### config.mk
export PLATFORM = sky130hd
export DESIGN_NAME = uart_rx
export DESIGN_NICKNAME = d
export VERILOG_FILES = /design/src/rtl/uart_rx.sv
export SDC_FILE = /design/constraint.sdc
export NUM_CORES = 1
export LEC_CHECK = 0
export BUFFER_PORTS_ARGS = -buffer_cell sky130_fd_sc_hd__buf_2
export CAP_MARGIN = 5
export CORE_MARGIN = 2
export CORE_UTILIZATION = 51
export CTS_CLUSTER_DIAMETER = 120
export CTS_CLUSTER_SIZE = 28
export DETAILED_ROUTE_END_ITERATION = 8
export PLACE_DENSITY = 0.71
export SYNTH_ARGS = -nofsm -noshare
export SYNTH_HDL_FRONTEND = slang
export SYNTH_SLANG_ARGS = --single-unit
### constraint.sdc
create_clock -name clk -period 1.85 [get_ports clk]
set_clock_uncertainty 0.2 [all_clocks]
set_input_delay 0.185 -clock clk [delete_from_list [all_inputs] [get_ports clk]]
set_output_delay 0.185 -clock clk [all_outputs]
set_load 0.1 [all_outputs]
### src/rtl/uart_rx.sv
// uart_rx: 8N1 serial receiver with a 2-flop input synchronizer.
// The start bit is confirmed at its midpoint. Each data bit and the stop bit are
// then sampled one full bit period apart, so every sample lands mid-bit.
// The FSM returns to IDLE at mid-stop, so a start bit that follows the stop bit
// with no idle gap is still detected.
// Handshake: rx_valid is a one-cycle strobe with no back-pressure. rx_data holds
// the last good byte and changes only on the cycle that rx_valid is high.
// frame_err is a one-cycle strobe for a stop bit sampled low. rx_valid and
// frame_err are never high in the same cycle.
module uart_rx #(
    parameter int CLKS_PER_BIT = 10
) (
    input  logic       clk,
    input  logic       rst,
    input  logic       rx_in,
    output logic [7:0] rx_data,
    output logic       rx_valid,
    output logic       frame_err,
    output logic       busy,
    output logic [2:0] state_dbg_o
);

    localparam int CW = (CLKS_PER_BIT > 1) ? $clog2(CLKS_PER_BIT) : 1;
    localparam logic [CW-1:0] HALF_M1 = CW'(CLKS_PER_BIT / 2 - 1);
    localparam logic [CW-1:0] FULL_M1 = CW'(CLKS_PER_BIT - 1);

    typedef enum logic [2:0] {
        S_IDLE      = 3'd0,
        S_START     = 3'd1,
        S_DATA      = 3'd2,
        S_STOP      = 3'd3,
        S_WAIT_HIGH = 3'd4
    } state_t;

    logic          sync1_q;
    logic          sync2_q;
    logic          rx_s;
    state_t        state_q;
    logic [CW-1:0] cnt_q;
    logic [2:0]    idx_q;
    logic [7:0]    shift_q;
    logic [7:0]    rx_data_q;
    logic          rx_valid_q;
    logic          frame_err_q;
    logic          busy_q;

    assign rx_s = sync2_q;

    // Two-flop synchronizer for the asynchronous line; resets to the idle (high) level.
    always_ff @(posedge clk) begin
        if (rst) begin
            sync1_q <= 1'b1;
            sync2_q <= 1'b1;
        end else begin
            sync1_q <= rx_in;
            sync2_q <= sync1_q;
        end
    end

    // Receive FSM with the bit-period counter, bit index, shift register and registered outputs.
    always_ff @(posedge clk) begin
        if (rst) begin
            state_q     <= S_IDLE;
            cnt_q       <= '0;
            idx_q       <= 3'd0;
            shift_q     <= 8'h00;
            rx_data_q   <= 8'h00;
            rx_valid_q  <= 1'b0;
            frame_err_q <= 1'b0;
            busy_q      <= 1'b0;
        end else begin
            rx_valid_q  <= 1'b0;
            frame_err_q <= 1'b0;
            case (state_q)
                S_IDLE: begin
                    if (!rx_s) begin
                        state_q <= S_START;
                        cnt_q   <= '0;
                        busy_q  <= 1'b1;
                    end
                end
                S_START: begin
                    if (cnt_q == HALF_M1) begin
                        cnt_q <= '0;
                        if (!rx_s) begin
                            state_q <= S_DATA;
                            idx_q   <= 3'd0;
                        end else begin
                            // The line went high again before mid-start, so treat it as a glitch.
                            state_q <= S_IDLE;
                            busy_q  <= 1'b0;
                        end
                    end else begin
                        cnt_q <= cnt_q + 1'b1;
                    end
                end
                S_DATA: begin
                    if (cnt_q == FULL_M1) begin
                        cnt_q          <= '0;
                        shift_q[idx_q] <= rx_s;
                        if (idx_q == 3'd7) begin
                            state_q <= S_STOP;
                        end else begin
                            idx_q <= idx_q + 3'd1;
                        end
                    end else begin
                        cnt_q <= cnt_q + 1'b1;
                    end
                end
                S_STOP: begin
                    if (cnt_q == FULL_M1) begin
                        cnt_q <= '0;
                        if (rx_s) begin
                            rx_data_q  <= shift_q;
                            rx_valid_q <= 1'b1;
                            state_q    <= S_IDLE;
                            busy_q     <= 1'b0;
                        end else begin
                            frame_err_q <= 1'b1;
                            state_q     <= S_WAIT_HIGH;
                        end
                    end else begin
                        cnt_q <= cnt_q + 1'b1;
                    end
                end
                S_WAIT_HIGH: begin
                    // A held-low break stays here and reports only the one frame error.
                    if (rx_s) begin
                        state_q <= S_IDLE;
                        busy_q  <= 1'b0;
                    end
                end
                default: begin
                    state_q <= S_IDLE;
                    busy_q  <= 1'b0;
                end
            endcase
        end
    end

    assign rx_data     = rx_data_q;
    assign rx_valid    = rx_valid_q;
    assign frame_err   = frame_err_q;
    assign busy        = busy_q;
    assign state_dbg_o = state_q;

endmodule
==> reports/results.tsv <==
stage	metric	value	unit
outcome	status	finished clean	
timing	RSZ-0062 raised after global routing	true	
synth	Async S/R FF share, synth	0	
cts	CTS H-tree lvls	2	
power	Power Total	1.20	mW
die	core footprint	2730	sq um
cells_and_area	final core occ	0.638	
setup_path	CP Launch Type	flip-flop	
placement	placed cell count	207	
setup_path	cell family with most CP delay	compound AO/OA/AOI/OAI gates	
die	Initial Util	0.534	
drt	Iter 0 DRT Violations	28	
timing	Period minus WS final	1.79	ns
cells_and_area	final net count	192	
drt	Pre-antenna DRT Iters	4	
setup_path	Crit Path Max Fanout	6	
synth	post-synthesis cell count	161	
drt	DR WL/cell	13.3	um
cts	CTS Buf Count	5	
setup_path	r2r endpoint	idx_q[0]	
timing	Max Freq	558	MHz
flow_run	maxcap violations	0	
cts	CTS tree	built	
hold_path	WHS Path Cells	2	
synth	post-synthesis sequential area ratio	0.425	
setup_path	Slowest Stage Delay on Critical Path	0.33	ns
synth	Yosys top cell area share	0.425	
cts	clk slew on worst S/H paths	0.10	ns
synth	syn_area_per_cell	9.06	sq um
cells_and_area	Filler cells	221	
cells_and_area	Non-Filler Instances	216	
setup_path	Bufs and invs on worst path	0	
global_routing	pin count of the biggest net entering global routing	33	
cells_and_area	ANT cells	0	
setup_path	Critical Path RT	1.88	ns
timing	Final Hold Viols	0	
drt	DR vias	1189	
timing	total negative slack	0	ns
synth	synth top area cells	dfxtp_1 (43%), mux2i_1 (12%), nor2_1 (6.7%)	
timing	Slew @ Worst Pin	0.560	ns
setup_path	worst setup path class	flip-flop to flip-flop	
global_routing	grt total ovfl	0	
cts	clock sinks	31	
setup_path	Worst setup EP type	flip-flop	
cells_and_area	most frequent cells in the layout	nor2_1 (26), dfxtp_1 (26), mux2i_1 (17), buf_2 (16), nand2_1 (11)	
timing	max-slew violation count	0	
setup_path	worst reg2reg startpoint	idx_q[0]	
global_routing	vias in the first global route	1131	
global_routing	global-route usage over all layers	0.191	
cells_and_area	Syn-to-layout area delta	19.6	%
setup_path	Reg2Reg Setup Slack	0.06	ns
synth	Synthesis Warnings	0	
drt	drt total wl	2860	um
hold_path	Hold Path Class	input pin to flip-flop	
hold_path	Hold Path Sink	rx_data[5]	
power	leak pwr	0.829	nW
global_routing	first-pass GRT wire length	4860	um
timing	Hold Worst Slack	0.128	ns
die	Die Height	57.5	um
setup_path	Worst Path Arrival	1.82	ns
cts	postcts setup bufs	0	
setup_path	Levels on crit path	6	
cells_and_area	multi-input logic area	810	sq um
setup_path	CP dominant cell by count	ha_1	
timing	setup violators final	0	
setup_path	R2R depth	6	
drt	Residual DRC	0	
setup_path	Cell Chain, Critical Path	ha_1, ha_1, nor3b_2, o221a_4, a21oi_1, a31o_2	
cts	clock buffer depth	2	
die	Die Width	57.5	um
placement	DP HPWL	1950	um
die	Cell Rows	19	
placement	Buffers on Ports	16	
setup_path	Slowest cell on crit path	dfxtp_1	
cells_and_area	layout cell share with drive strength beyond 1	0.265	
synth	Cell Area, Synth	1460	sq um
timing	Tcrit/Tclk final	0.968	
placement	RD Place Congestion	0.806	
drt	Via density	5.50	
power	IR drop worst, VDD	0.724	mV
power	Cell Pwr Density	690	nW/um^2
cts	CTS root buffer	clkbuf_4	
synth	Synth Flop Type	dfxtp_1	
synth	leading area contributor after synthesis	dfxtp_1	
die	# IOs	17	
cts	Worst-Skew Late Latency	0.32	ns
synth	Synthesized Nets	169	
cells_and_area	Storage cell area	637	sq um
synth	Netlist cell types	37	
global_routing	initial antenna violation count	0	
hold_path	launch point of the worst hold path	rst	
synth	Post-synth EDFFs	0	
synth	Synth Register Bits	31	
die	die area	3300	sq um
drt	post-route ant nets	0	
timing	max_slew headroom	0.627	
-- worst max path at each step --
stage / start / endpoint / slack, ns
6_report: idx_q[0] / idx_q[0] / 0.06
5_1_grt: cnt_q[1] / shift_q[7] / -0.02
4_1_cts: cnt_q[0] / idx_q[1] / 0.03
3_5_place_dp: cnt_q[0] / cnt_q[2] / -0.08
3_3_place_gp: cnt_q[0] / cnt_q[3] / 0.06
2_1_floorplan: state_dbg_o[1] / shift_q[5] / -0.09
-- Yosys cell counts, types with 2 or more instances --
master and count:
inv_1 5, nor2b_1 3, nand2b_1 3, nand3b_1 3, buf_2 3, nand2_1 11
nor3b_1 2, nor3_1 3, a21oi_1 7, mux2i_1 17, clkbuf_1 5, a31oi_1 2
or2_2 2, nor4_1 2, nand4_1 8, ha_1 5, dfxtp_1 31, nand3_1 3
and3b_1 2, buf_4 2, nor2_1 26
-- worst reg2reg max path, stage by stage, from the launching register on --
cell     delay (ns)
dfxtp_1        0.33
ha_1           0.20
ha_1           0.21
nor3b_2        0.21
o221a_4        0.25
a21oi_1        0.09
a31o_2         0.22
-- registers in the layout, summed over array words and instances, names as in the netlist --
| register | cells |
|---|---|
| sync1_q | 1 |
| rx_valid | 1 |
| rx_data | 8 |
| rx_s | 1 |
| idx_q | 3 |
| frame_err | 1 |
| shift_q | 8 |
| state_dbg_o | 3 |
| busy | 1 |
| cnt_q | 4 |
-- cells by family (layout without fill, tap and decap cells) --
kind of cell,count (synthesis),after routing,synth area share
DFF,31,31,0.425
AOI/OAI and AO/OA,20,20,0.105
adders and majority gates,5,5,0.0429
and+or+nand+nor,72,72,0.258
muxes,17,17,0.117
xor gates and xnor gates,1,1,0.00600
buffers and inverters,15,39,0.0463
-- layout make-up --
class / count / area share
Clock buffer: 7 / 0.0373
Sequential cell: 31 / 0.365
Multi-Input combinational cell: 115 / 0.464
Clock inverter: 1 / 0.00358
Tap cell: 31 / 0.0222
Timing Repair Buffer: 26 / 0.0975
Inverter: 5 / 0.0108
-- power breakdown --
group | internal (mW) | switching (mW) | total [mW]
Clock | 0.223 | 0.232 | 0.455
Combinational | 0.0217 | 0.0496 | 0.0713
Sequential | 0.669 | 0.00784 | 0.677
-- per-layer routing --
| metal | up-vias | part of all wire | track usage |
|---|---|---|---|
| met4 | 0 | 0.0056 | 0.0864 |
| li1 | 610 | - | - |
| met2 | 23 | 0.48 | 0.304 |
| met5 | - | 0 | 0 |
| met3 | 2 | 0.034 | 0.0476 |
| met1 | 554 | 0.48 | 0.244 |
-- stage by stage --
stage / instance area (sq um) / setup WS [ns]
after floorplan: 1480 / -0.0921
after CTS: 1720 / 0.0287
final: 1750 / 0.0592
after global placement: 1630 / 0.0603
after global routing: 1750 / -0.0205
after detailed placement: 1630 / -0.0823
-- repair_timing --
action / CTS / global route
endpoints found under the setup margin: 5 / 8
hold endpoints to repair: 1 / 0
gates resized for setup: 3 / 5
pin swaps: 0 / 1
hold buffers: 1 / 0
No activity file was read; power rests on OpenSTA's default activity.
